[src/rtl/axi2ahb_burst_ctrl.sv]
`timescale 1ns/1ps
// axi2ahb_burst_ctrl: AHB manager burst sequencer for the AXI-to-AHB bridge.
// It takes one latched command, drives the AHB address phases for it and
// reports each completed data phase. Data itself stays in the bridge buffers.
//
// state | meaning
// ------+--------------------------------------------------------------
// IDLE  | cmd_ready_o=1, waiting for a command
// ADDR  | issuing address phases (NONSEQ/SEQ, BUSY/IDLE when data stalls)
// DRAIN | all addresses issued or aborted, waiting for the last data phase
// DONE  | one-cycle done_valid_o pulse, done_err_o flags error or reject
//
// The next address phase is registered: the HTRANS shown in a cycle was
// chosen from beat_avail_i and HREADY at the previous rising edge. The one
// exception is an ERROR response, which forces HTRANS to IDLE in its first
// cycle without waiting for a clock edge.
module axi2ahb_burst_ctrl #(
  parameter int ADDR_WIDTH = 32,
  parameter int DATA_WIDTH = 32
) (
  input  logic                  ACLK,
  input  logic                  ARESET,
  output logic [ADDR_WIDTH-1:0] HADDR,
  output logic [2:0]            HBURST,
  output logic [2:0]            HSIZE,
  output logic [1:0]            HTRANS,
  output logic                  HWRITE,
  input  logic                  HREADY,
  input  logic                  HRESP,
  input  logic                  cmd_valid_i,
  output logic                  cmd_ready_o,
  input  logic                  cmd_write_i,
  input  logic [ADDR_WIDTH-1:0] cmd_addr_i,
  input  logic [7:0]            cmd_len_i,
  input  logic [1:0]            cmd_burst_i,
  input  logic                  beat_avail_i,
  output logic                  beat_ack_o,
  output logic                  beat_last_o,
  output logic                  done_valid_o,
  output logic                  done_err_o
);

  localparam int SZ    = (DATA_WIDTH == 64) ? 3 : 2;
  localparam int BYTES = DATA_WIDTH / 8;

  localparam logic [1:0] T_IDLE   = 2'b00;
  localparam logic [1:0] T_BUSY   = 2'b01;
  localparam logic [1:0] T_NONSEQ = 2'b10;
  localparam logic [1:0] T_SEQ    = 2'b11;

  typedef enum logic [1:0] {S_IDLE, S_ADDR, S_DRAIN, S_DONE} state_t;

  state_t                  state;
  logic [ADDR_WIDTH-1:0]   haddr_q;
  logic [2:0]              hburst_q;
  logic [1:0]              htrans_q;
  logic                    hwrite_q;
  logic [7:0]              len_q;
  logic                    fixed_q;
  logic                    wrap_q;
  logic [7:0]              issue_cnt;
  logic [7:0]              data_cnt;
  logic                    dphase;
  logic                    err_q;

  logic                    err_now;
  logic                    accepted;
  logic                    last_accept;
  logic                    first_pending;
  logic                    new_page;
  logic [ADDR_WIDTH-1:0]   wrap_mask;
  logic [ADDR_WIDTH-1:0]   addr_inc;
  logic [ADDR_WIDTH-1:0]   addr_next;
  logic [ADDR_WIDTH-1:0]   issue_addr;
  logic                    cmd_fixed;
  logic                    cmd_wrap;
  logic                    len_ok;
  logic [1:0]              len_code;
  logic [10:0]             span;
  logic [10:0]             end_off;
  logic [2:0]              cmd_hburst;

  // Address-phase bookkeeping and next-address arithmetic
  always_comb begin
    err_now       = HRESP & ~HREADY;
    accepted      = htrans_q[1] & HREADY;
    last_accept   = accepted && (issue_cnt == len_q);
    first_pending = (issue_cnt == 8'd0) && !accepted;
    wrap_mask     = ((ADDR_WIDTH'(len_q) + ADDR_WIDTH'(1)) << SZ) - ADDR_WIDTH'(1);
    addr_inc      = haddr_q + ADDR_WIDTH'(BYTES);
    if (fixed_q)
      addr_next = haddr_q;
    else if (wrap_q)
      addr_next = (haddr_q & ~wrap_mask) | (addr_inc & wrap_mask);
    else
      addr_next = addr_inc;
    issue_addr = accepted ? addr_next : haddr_q;
    // Only undefined-length INCR can cross a 1 KB page; restart it with NONSEQ
    new_page   = (hburst_q == 3'b001) && (issue_addr[9:0] == 10'd0);
  end

  // Command decode: HBURST choice and WRAP length legality
  always_comb begin
    cmd_fixed = (cmd_burst_i == 2'b00);
    cmd_wrap  = (cmd_burst_i == 2'b10);
    len_ok    = (cmd_len_i == 8'd3) || (cmd_len_i == 8'd7) || (cmd_len_i == 8'd15);
    case (cmd_len_i)
      8'd3:    len_code = 2'b01;
      8'd7:    len_code = 2'b10;
      default: len_code = 2'b11;
    endcase
    span    = (11'(cmd_len_i[3:0]) + 11'd1) << SZ;
    end_off = 11'(cmd_addr_i[9:0]) + span;
    if (cmd_fixed)
      cmd_hburst = 3'b000;
    else if (cmd_wrap)
      cmd_hburst = {len_code, 1'b0};
    else if (len_ok && (end_off <= 11'd1024))
      cmd_hburst = {len_code, 1'b1};
    else
      cmd_hburst = 3'b001;
  end

  // Burst sequencer: command latch, address issue, drain and retire
  always_ff @(posedge ACLK or posedge ARESET) begin
    if (ARESET) begin
      state     <= S_IDLE;
      haddr_q   <= '0;
      hburst_q  <= 3'b000;
      htrans_q  <= T_IDLE;
      hwrite_q  <= 1'b0;
      len_q     <= '0;
      fixed_q   <= 1'b0;
      wrap_q    <= 1'b0;
      issue_cnt <= '0;
      data_cnt  <= '0;
      dphase    <= 1'b0;
      err_q     <= 1'b0;
    end else begin
      if (beat_ack_o)
        data_cnt <= data_cnt + 8'd1;
      if (HREADY)
        dphase <= accepted;
      case (state)
        S_IDLE: begin
          if (cmd_valid_i) begin
            len_q     <= cmd_len_i;
            fixed_q   <= cmd_fixed;
            wrap_q    <= cmd_wrap;
            issue_cnt <= '0;
            data_cnt  <= '0;
            dphase    <= 1'b0;
            if (cmd_wrap && !len_ok) begin
              err_q <= 1'b1;
              state <= S_DONE;
            end else begin
              err_q    <= 1'b0;
              haddr_q  <= cmd_addr_i;
              hburst_q <= cmd_hburst;
              hwrite_q <= cmd_write_i;
              htrans_q <= beat_avail_i ? T_NONSEQ : T_IDLE;
              state    <= S_ADDR;
            end
          end
        end
        S_ADDR: begin
          if (err_now) begin
            err_q    <= 1'b1;
            htrans_q <= T_IDLE;
            state    <= S_DRAIN;
          end else if (HREADY) begin
            if (accepted)
              issue_cnt <= issue_cnt + 8'd1;
            if (last_accept) begin
              htrans_q <= T_IDLE;
              state    <= S_DRAIN;
            end else begin
              haddr_q <= issue_addr;
              if (beat_avail_i)
                htrans_q <= (first_pending || fixed_q || new_page) ? T_NONSEQ : T_SEQ;
              else
                htrans_q <= (first_pending || fixed_q) ? T_IDLE : T_BUSY;
            end
          end
        end
        S_DRAIN: begin
          if (err_now)
            err_q <= 1'b1;
          if (HREADY || !dphase)
            state <= S_DONE;
        end
        default: state <= S_IDLE;
      endcase
    end
  end

  assign HADDR        = haddr_q;
  assign HBURST       = hburst_q;
  assign HSIZE        = 3'(SZ);
  assign HWRITE       = hwrite_q;
  assign HTRANS       = err_now ? T_IDLE : htrans_q;
  assign cmd_ready_o  = (state == S_IDLE);
  assign beat_ack_o   = dphase & HREADY;
  assign beat_last_o  = beat_ack_o && (data_cnt == len_q);
  assign done_valid_o = (state == S_DONE);
  assign done_err_o   = (state == S_DONE) && err_q;

endmodule

[config.mk]
export PLATFORM = sky130hd
export DESIGN_NAME = axi2ahb_burst_ctrl
export DESIGN_NICKNAME = d
export VERILOG_FILES = /design/src/rtl/axi2ahb_burst_ctrl.sv
export SDC_FILE = /design/constraint.sdc
export NUM_CORES = 1
export LEC_CHECK = 0
export CORE_MARGIN = 4
export CORE_UTILIZATION = 53
export CTS_CLUSTER_SIZE = 40
export DETAILED_ROUTE_END_ITERATION = 7
export GPL_ROUTABILITY_DRIVEN = 0
export MAX_ROUTING_LAYER = met4
export PLACE_DENSITY = 0.81
export SLEW_MARGIN = 10
export SYNTH_ARGS = -nofsm -noshare
export SYNTH_HDL_FRONTEND = slang
export SYNTH_SLANG_ARGS = --single-unit
[constraint.sdc]
create_clock -name ACLK -period 4.2 [get_ports ACLK]
set_clock_uncertainty 0.05 [all_clocks]
set_input_delay 0.63 -clock ACLK [delete_from_list [all_inputs] [get_ports ACLK]]
set_output_delay 0.63 -clock ACLK [all_outputs]
set_load 0.01 [all_outputs]
Word-level counts from Yosys, hierarchy flattened
Index checks and enable logic that the tools add are counted.
Word-level totals
  bits in registers: 68
  input port bits: 49
  output and inout port bits: 46
Cells by class
  add/sub/neg operators: 7
  $lt $le $gt $ge: 1
  eq/ne operators: 21
  mux-type cells: 46
  bitwise operators: 9
  reduce and logical (&&, ||, !) cells: 30
Operator list (number)
  32-bit two-way mux: 8
  32-bit AND: 2
  32-bit case mux with 2 select lines: 1
  8-bit two-way mux: 7
  32-bit by 3-bit adder with 32-bit output (second input constant): 1
  32-bit inverter: 1
  32-bit OR: 1
  2-bit two-way mux: 14
  8-bit by 1-bit adder with 8-bit output (second input constant): 2
  8-bit equality test: 2
  2-bit != test (second input constant): 8
  8-bit case mux with 2 select lines: 1
  11-bit by 1-bit subtractor with 12-bit output (second input constant): 1
  10-bit by 7-bit adder with 11-bit output: 1
  11-bit less-or-equal comparator (second input constant): 1
  10-bit zero test: 1
  8-bit by 1-bit adder with 9-bit output (second input constant): 1
  3-bit two-way mux: 3
  8-bit by 2-bit equality test with 1-bit output (second input constant): 1
  8-bit by 3-bit equality test with 1-bit output (second input constant): 1
  8-bit by 4-bit equality test with 1-bit output (second input constant): 1
  8-bit zero test: 1
  1-bit two-way mux: 8
  2-bit case mux with 2 select lines: 2
  other kinds (22): 44

Logic depth before layout (Yosys ltp)
  word-level depth: 17
  depth in mapped cells: 11
  depth with buffers taken out: 9

Least setup slack after synthesis
Ideal clock, no wire load.
  path kind: input-to-reg
  start: input port cmd_len_i[4]
  end: register haddr_q[30], in the netlist HADDR[30]
  arrival time: 2.767 ns
  setup slack: 1.259 ns
  stages on the path: 9
  path buffers: 2
  cell sequence: or3_1 > o311ai_2 > nand2_1 > a21o_1 > clkbuf_1 > a2111o_1 > buf_2 > o211a_1 > a211o_1
Between the ends
  cells in the longest elaborated chain, start to end: 7
  elaborated cells between the ends (all ways): 9
Ends and longest elaborated chain
  start, declared: RTL line 34  | input logic [7:0] cmd_len_i,
  8-bit by 2-bit equality test with 1-bit output / 8-bit by 3-bit equality test with 1-bit output (equally long branches): RTL line 106  | len_ok = (cmd_len_i == 8'd3) || (cmd_len_i == 8'd7) || (cmd_len_i == 8'd15);
  1-bit logical OR: RTL line 106
  1-bit logical OR *: RTL line 106
  1-bit zero test *: RTL line 153  | if (cmd_wrap && !len_ok) begin
  1-bit logical AND *: RTL line 153
  2-bit != test (no line) *
  8-bit AND reduction (no line) *
  end signal, assigned: RTL line 158  | haddr_q <= cmd_addr_i;
  end signal, assigned: RTL line 178  | haddr_q <= issue_addr;
  end, declared: RTL line 54  | logic [ADDR_WIDTH-1:0] haddr_q;
Every way passes the cells marked *; elsewhere a longest branch is shown, timed or not.
A chain may end at the register's enable or synchronous reset.

Worst setup path after layout
  start: register len_q[0]
  end: register haddr_q[15], in the netlist HADDR[15]
Between the ends
  cells in the longest elaborated chain, start to end: 12
  elaborated cells between the ends (all ways): 17
Ends and longest elaborated chain
  start, declared: RTL line 58  | logic [7:0] len_q;
  start signal, assigned: RTL line 147  | len_q <= cmd_len_i;
  8-bit by 1-bit adder with 9-bit output: RTL line 89  | wrap_mask = ((ADDR_WIDTH'(len_q) + ADDR_WIDTH'(1)) << SZ) - ADDR_WIDTH'(1);
  11-bit by 1-bit subtractor with 12-bit output: RTL line 89
  32-bit inverter: RTL line 94  | addr_next = (haddr_q & ~wrap_mask) | (addr_inc & wrap_mask);
  32-bit AND: RTL line 94
  32-bit OR: RTL line 94
  32-bit two-way mux: RTL line 93  | else if (wrap_q)
  32-bit two-way mux: RTL line 91  | if (fixed_q)
  32-bit two-way mux: RTL line 97  | issue_addr = accepted ? addr_next : haddr_q;
  32-bit two-way mux: RTL line 174  | if (last_accept) begin
  32-bit two-way mux: RTL line 171  | end else if (HREADY) begin
  32-bit two-way mux: RTL line 167  | if (err_now) begin
  32-bit case mux with 2 select lines: RTL line 144  | case (state)
Several ways; a longest one is shown, not always the timed one. The select of a mux whose other input is x is not followed.

==> results list <==
- Clk pin slew, worst setup/hold paths: 90 ps
* Number of clock sinks: 68
- Max H-tree Level: 3
- In the routed design, unresolved DRC markers number 0.
- The most common cell in the synthesized netlist is sky130_fd_sc_hd__dfrtp_1.
- Largest vdd supply drop: 0.000363 V
* Height of the die: 103 um
* Global-route wire length before repair: 22.6 mm
* Launch instance of the worst min-delay path: HWRITE$_DFFE_PP0P_
- The startpoint identified for the worst register-to-register timing path is len_q[0]$_DFFE_PP0P_.
* Mean routed wirelength per cell: 18.7 um
- Clock root buffer: sky130_fd_sc_hd__clkbuf_8
* Total of buffers placed on input and output ports: 91
- The count of nets left with antenna violations once routing finished came out at 0.
- For this design the static power due to leakage is 2.39 nW.
- Reg-to-reg slack, setup: 720 ps
* Final number of setup-violating endpoints: 0
* Number of antenna violations at the first check in global routing: 1
- By area the synthesized netlist is led by sky130_fd_sc_hd__dfrtp_1 35%, sky130_fd_sc_hd__xnor2_1 5.3%, sky130_fd_sc_hd__nand2_1 5.2%, sky130_fd_sc_hd__ha_1 4.1%, sky130_fd_sc_hd__xor2_1 3.8%.
- Broken down by cell family, the worst path's largest delay share belongs to simple AND/OR/NAND/NOR gates.
- For this block, the via count after detailed routing is 4,701.
- The routed design could run at a clock period as short as 3480 ps.
- Number of I/O pins: 95
* Mean cell area of the mapped netlist: 8.58 um2
- Together, buffers and inverters on the worst path number 0.
- The largest total area in the synthesized netlist belongs to sky130_fd_sc_hd__dfrtp_1.
* TritonCTS Buffers: 9
* Detailed-router iteration count before antenna repair: 5
* Number of hold violations in the final report: 0
- The die is 103 um wide.
- Portion of the clock cycle consumed by the worst path in the final layout: 82.9%
- In this run, synthesis produced a sequential element count of 68.
- The path with the worst hold slack has its endpoint at HWRITE$_DFFE_PP0P_.
- Path type of the worst min-delay path: flip-flop to flip-flop
- Vias in the first global route: 4,566
- For this block, the routed nets add up to 14.1 mm of wire.
* Total met2 wirelength after detailed routing: 6.47 mm
* Count of hold-fix buffers inserted at cts: 0
- The critical path goes through ha_1, xor2_1, or4_4, a211oi_4, a21oi_2, or4_1, o32a_1, o22ai_1.
- STA classifies the critical path endpoint as a flip-flop.
* Type of the worst setup path: flip-flop to flip-flop
* Number of stages on the worst hold path: 1
* Number of warnings issued by yosys: 0
- Highest net fanout along the worst path: 11
- Global routing used 27.7% of the available tracks.
* Worst setup slack after layout: 718 ps
- Slew HR: 46.0%
- After the flow finishes, the layout carries non-filler instances totaling 751.
- Buffer count from post-CTS setup fixing: 0
- TritonCTS clock tree: yes
* Dpl cells: 736
* Placeable core area: 8810 um2
- Full die area: 10,700 um2
- STA puts the critical path data arrival time at 3710 ps.
* Post-synth ARST share: 100%
* Largest incremental delay on the critical path: 730 ps
* Overall Power: 4.01 mW
- Global routing finished with a remaining overflow of 0.
* EDFF count, synth: 0
- Detailed placement ended at an HPWL of 10.4 mm.
- Cells fill 67.5% of the core in the end.
- Synthesis handed over a netlist of 563 instances.
- After detailed routing, the wire length on met1 is 6.14 mm.
- Critical path data required time: 4430 ps
- Power per standard cell area: 673 nW/um2
- Final-stage net count: 705
* Maximum number of pins on one net before global-route repair: 39
- For the worst-skew pair, the clock arrives at the later sink with an insertion delay of 360 ps.
- FF-to-FF End: HADDR[15]$_DFFE_PP0P_
- Dividing the detail-routed via count by the number of cells gives 6.26.
- Commonest cells post-synth: 68 x sky130_fd_sc_hd__dfrtp_1, 67 x sky130_fd_sc_hd__nand2_1, 40 x sky130_fd_sc_hd__nor2_1
* Max Cap Violations: 0
- Post-detailed-placement cell area: 5760 um2
* Hold WS: 464 ps
- Row count: 34
* Max stage delay cell, worst path: sky130_fd_sc_hd__or4_1
- Setup_tns: 0 ps
* Worst slack at placement: 577 ps
* Sequential cell area fraction in the yosys report: 35.2%
- Maximum buffer depth of the clock tree: 2
- Highest metal layer with signal wires: met4
- In the final layout, the share of cells above drive strength 1 is 5.60%.
- Number of fill cells in the layout: 699
- Synth cell types: 70
- DRC violation total after the first TritonRoute iteration: 425
- Worst Setup Start Kind: flip-flop
- Slew at the pin with the worst max-slew slack: 808 ps
- # resized after CTS: 0
- Max-slew violation count: 0
* Area added between synthesis and finish: 23.2%
* Result of the run: completed
- After routing the design area is 5950 um2.
- For this configuration, the core starts out at a cell density of 54.8%.
- 0 antenna diodes ended up in the layout.
- Max Fclk: 287 MHz
- Among all flip-flop cells after synthesis, the most frequent one is sky130_fd_sc_hd__dfrtp_1.
* Unrepaired setup endpoints after global routing: false
- Counting cells, the worst reg-to-reg path comes to 8.
- The mapped netlist covers 4830 um2.
- Yosys top cell area share: 35.2%
- Met3 routed wirelength: 1.20 mm
-- flip-flops by register name, indices dropped and copies added, names as in the netlist --
| register | flops |
|---|---|
| HADDR | 32 |
| HBURST | 3 |
| HWRITE | 1 |
| data_cnt | 8 |
| dphase | 1 |
| err_q | 1 |
| fixed_q | 1 |
| htrans_q | 2 |
| issue_cnt | 8 |
| len_q | 8 |
| state | 2 |
| wrap_q | 1 |
-- cell families after synthesis --
family | count (synthesis) | synth area share (%)
flip-flops | 68 | 35.2
AND/OR/NAND/NOR | 243 | 26.2
multiplexers | 7 | 1.53
AO/OA/AOI/OAI | 126 | 18.5
buffers and inverters | 50 | 4.69
XOR/XNOR | 50 | 9.07
adder cells (fa/ha/maj) | 17 | 4.56
other | 2 | 0.155
-- cell type report --
type                       count  area, um2  area share [%]
multi-input combinational    446       2910            48.8
tap                          108        135            2.27
clock buffer                   9        124            2.08
inverter                      18       67.6            1.14
sequential                    68       1700            28.6
timing repair buffer          96        948            15.9
clock inverter                 6       66.3            1.11
-- how the worst max path moves through the flow --
| stage | start | end | slack [ps] | cells past startpoint |
|---|---|---|---|---|
| after floorplan | cmd_len_i[4] | HADDR[30]$_DFFE_PP0P_ | 1260 | 9 |
| after global placement | cmd_len_i[4] | HADDR[30]$_DFFE_PP0P_ | 680 | 9 |
| after detailed placement | cmd_len_i[4] | HADDR[30]$_DFFE_PP0P_ | 580 | 9 |
| after CTS | len_q[0]$_DFFE_PP0P_ | HADDR[20]$_DFFE_PP0P_ | 760 | 8 |
| after global routing | len_q[0]$_DFFE_PP0P_ | HADDR[20]$_DFFE_PP0P_ | 550 | 8 |
| final | len_q[0]$_DFFE_PP0P_ | HADDR[15]$_DFFE_PP0P_ | 720 | 8 |
-- where the power goes --
part	switching [mW]	internal, mW	total, mW
registers	0.450	0.911	1.36
logic	1.11	0.992	2.10
clock network	0.276	0.271	0.547
-- placed cells by master, fill, tap and decap left out, types with 6 or more instances in the layout --
cell type,synthesis,routed
sky130_fd_sc_hd__nor4_1,13,13
sky130_fd_sc_hd__a311oi_1,7,7
sky130_fd_sc_hd__dfrtp_1,68,68
sky130_fd_sc_hd__a31oi_1,8,8
sky130_fd_sc_hd__ha_1,16,16
sky130_fd_sc_hd__nor3_1,10,10
sky130_fd_sc_hd__or3_1,6,6
sky130_fd_sc_hd__o22ai_1,7,7
sky130_fd_sc_hd__nand2b_1,9,9
sky130_fd_sc_hd__xnor2_1,29,29
sky130_fd_sc_hd__nor2_1,40,40
sky130_fd_sc_hd__clkdlybuf4s50_1,0,91
sky130_fd_sc_hd__nand3_1,26,26
sky130_fd_sc_hd__o21ai_0,23,23
sky130_fd_sc_hd__clkbuf_8,0,9
sky130_fd_sc_hd__nand2_1,67,67
sky130_fd_sc_hd__a21oi_1,21,21
sky130_fd_sc_hd__or4_1,6,6
sky130_fd_sc_hd__xor2_1,21,21
sky130_fd_sc_hd__and3_1,20,20
sky130_fd_sc_hd__a211oi_1,8,8
sky130_fd_sc_hd__inv_1,17,16
sky130_fd_sc_hd__and2_1,8,8
sky130_fd_sc_hd__o211ai_1,10,10
sky130_fd_sc_hd__nand4_1,10,10
-- layer usage --
layer  GRT usage (%)  vias up
met4            8.57        0
met3            4.29       29
met2            42.5      266
met1            37.7     2207
met5               -        -
li1                -     2199
-- worst reg2reg max path: stages, from the launching register on --
cell	delay, ps
sky130_fd_sc_hd__dfrtp_1	650
sky130_fd_sc_hd__ha_1	440
sky130_fd_sc_hd__xor2_1	120
sky130_fd_sc_hd__or4_4	450
sky130_fd_sc_hd__a211oi_4	270
sky130_fd_sc_hd__a21oi_2	180
sky130_fd_sc_hd__or4_1	730
sky130_fd_sc_hd__o32a_1	360
sky130_fd_sc_hd__o22ai_1	150
No activity file was read; power rests on OpenSTA's default activity.
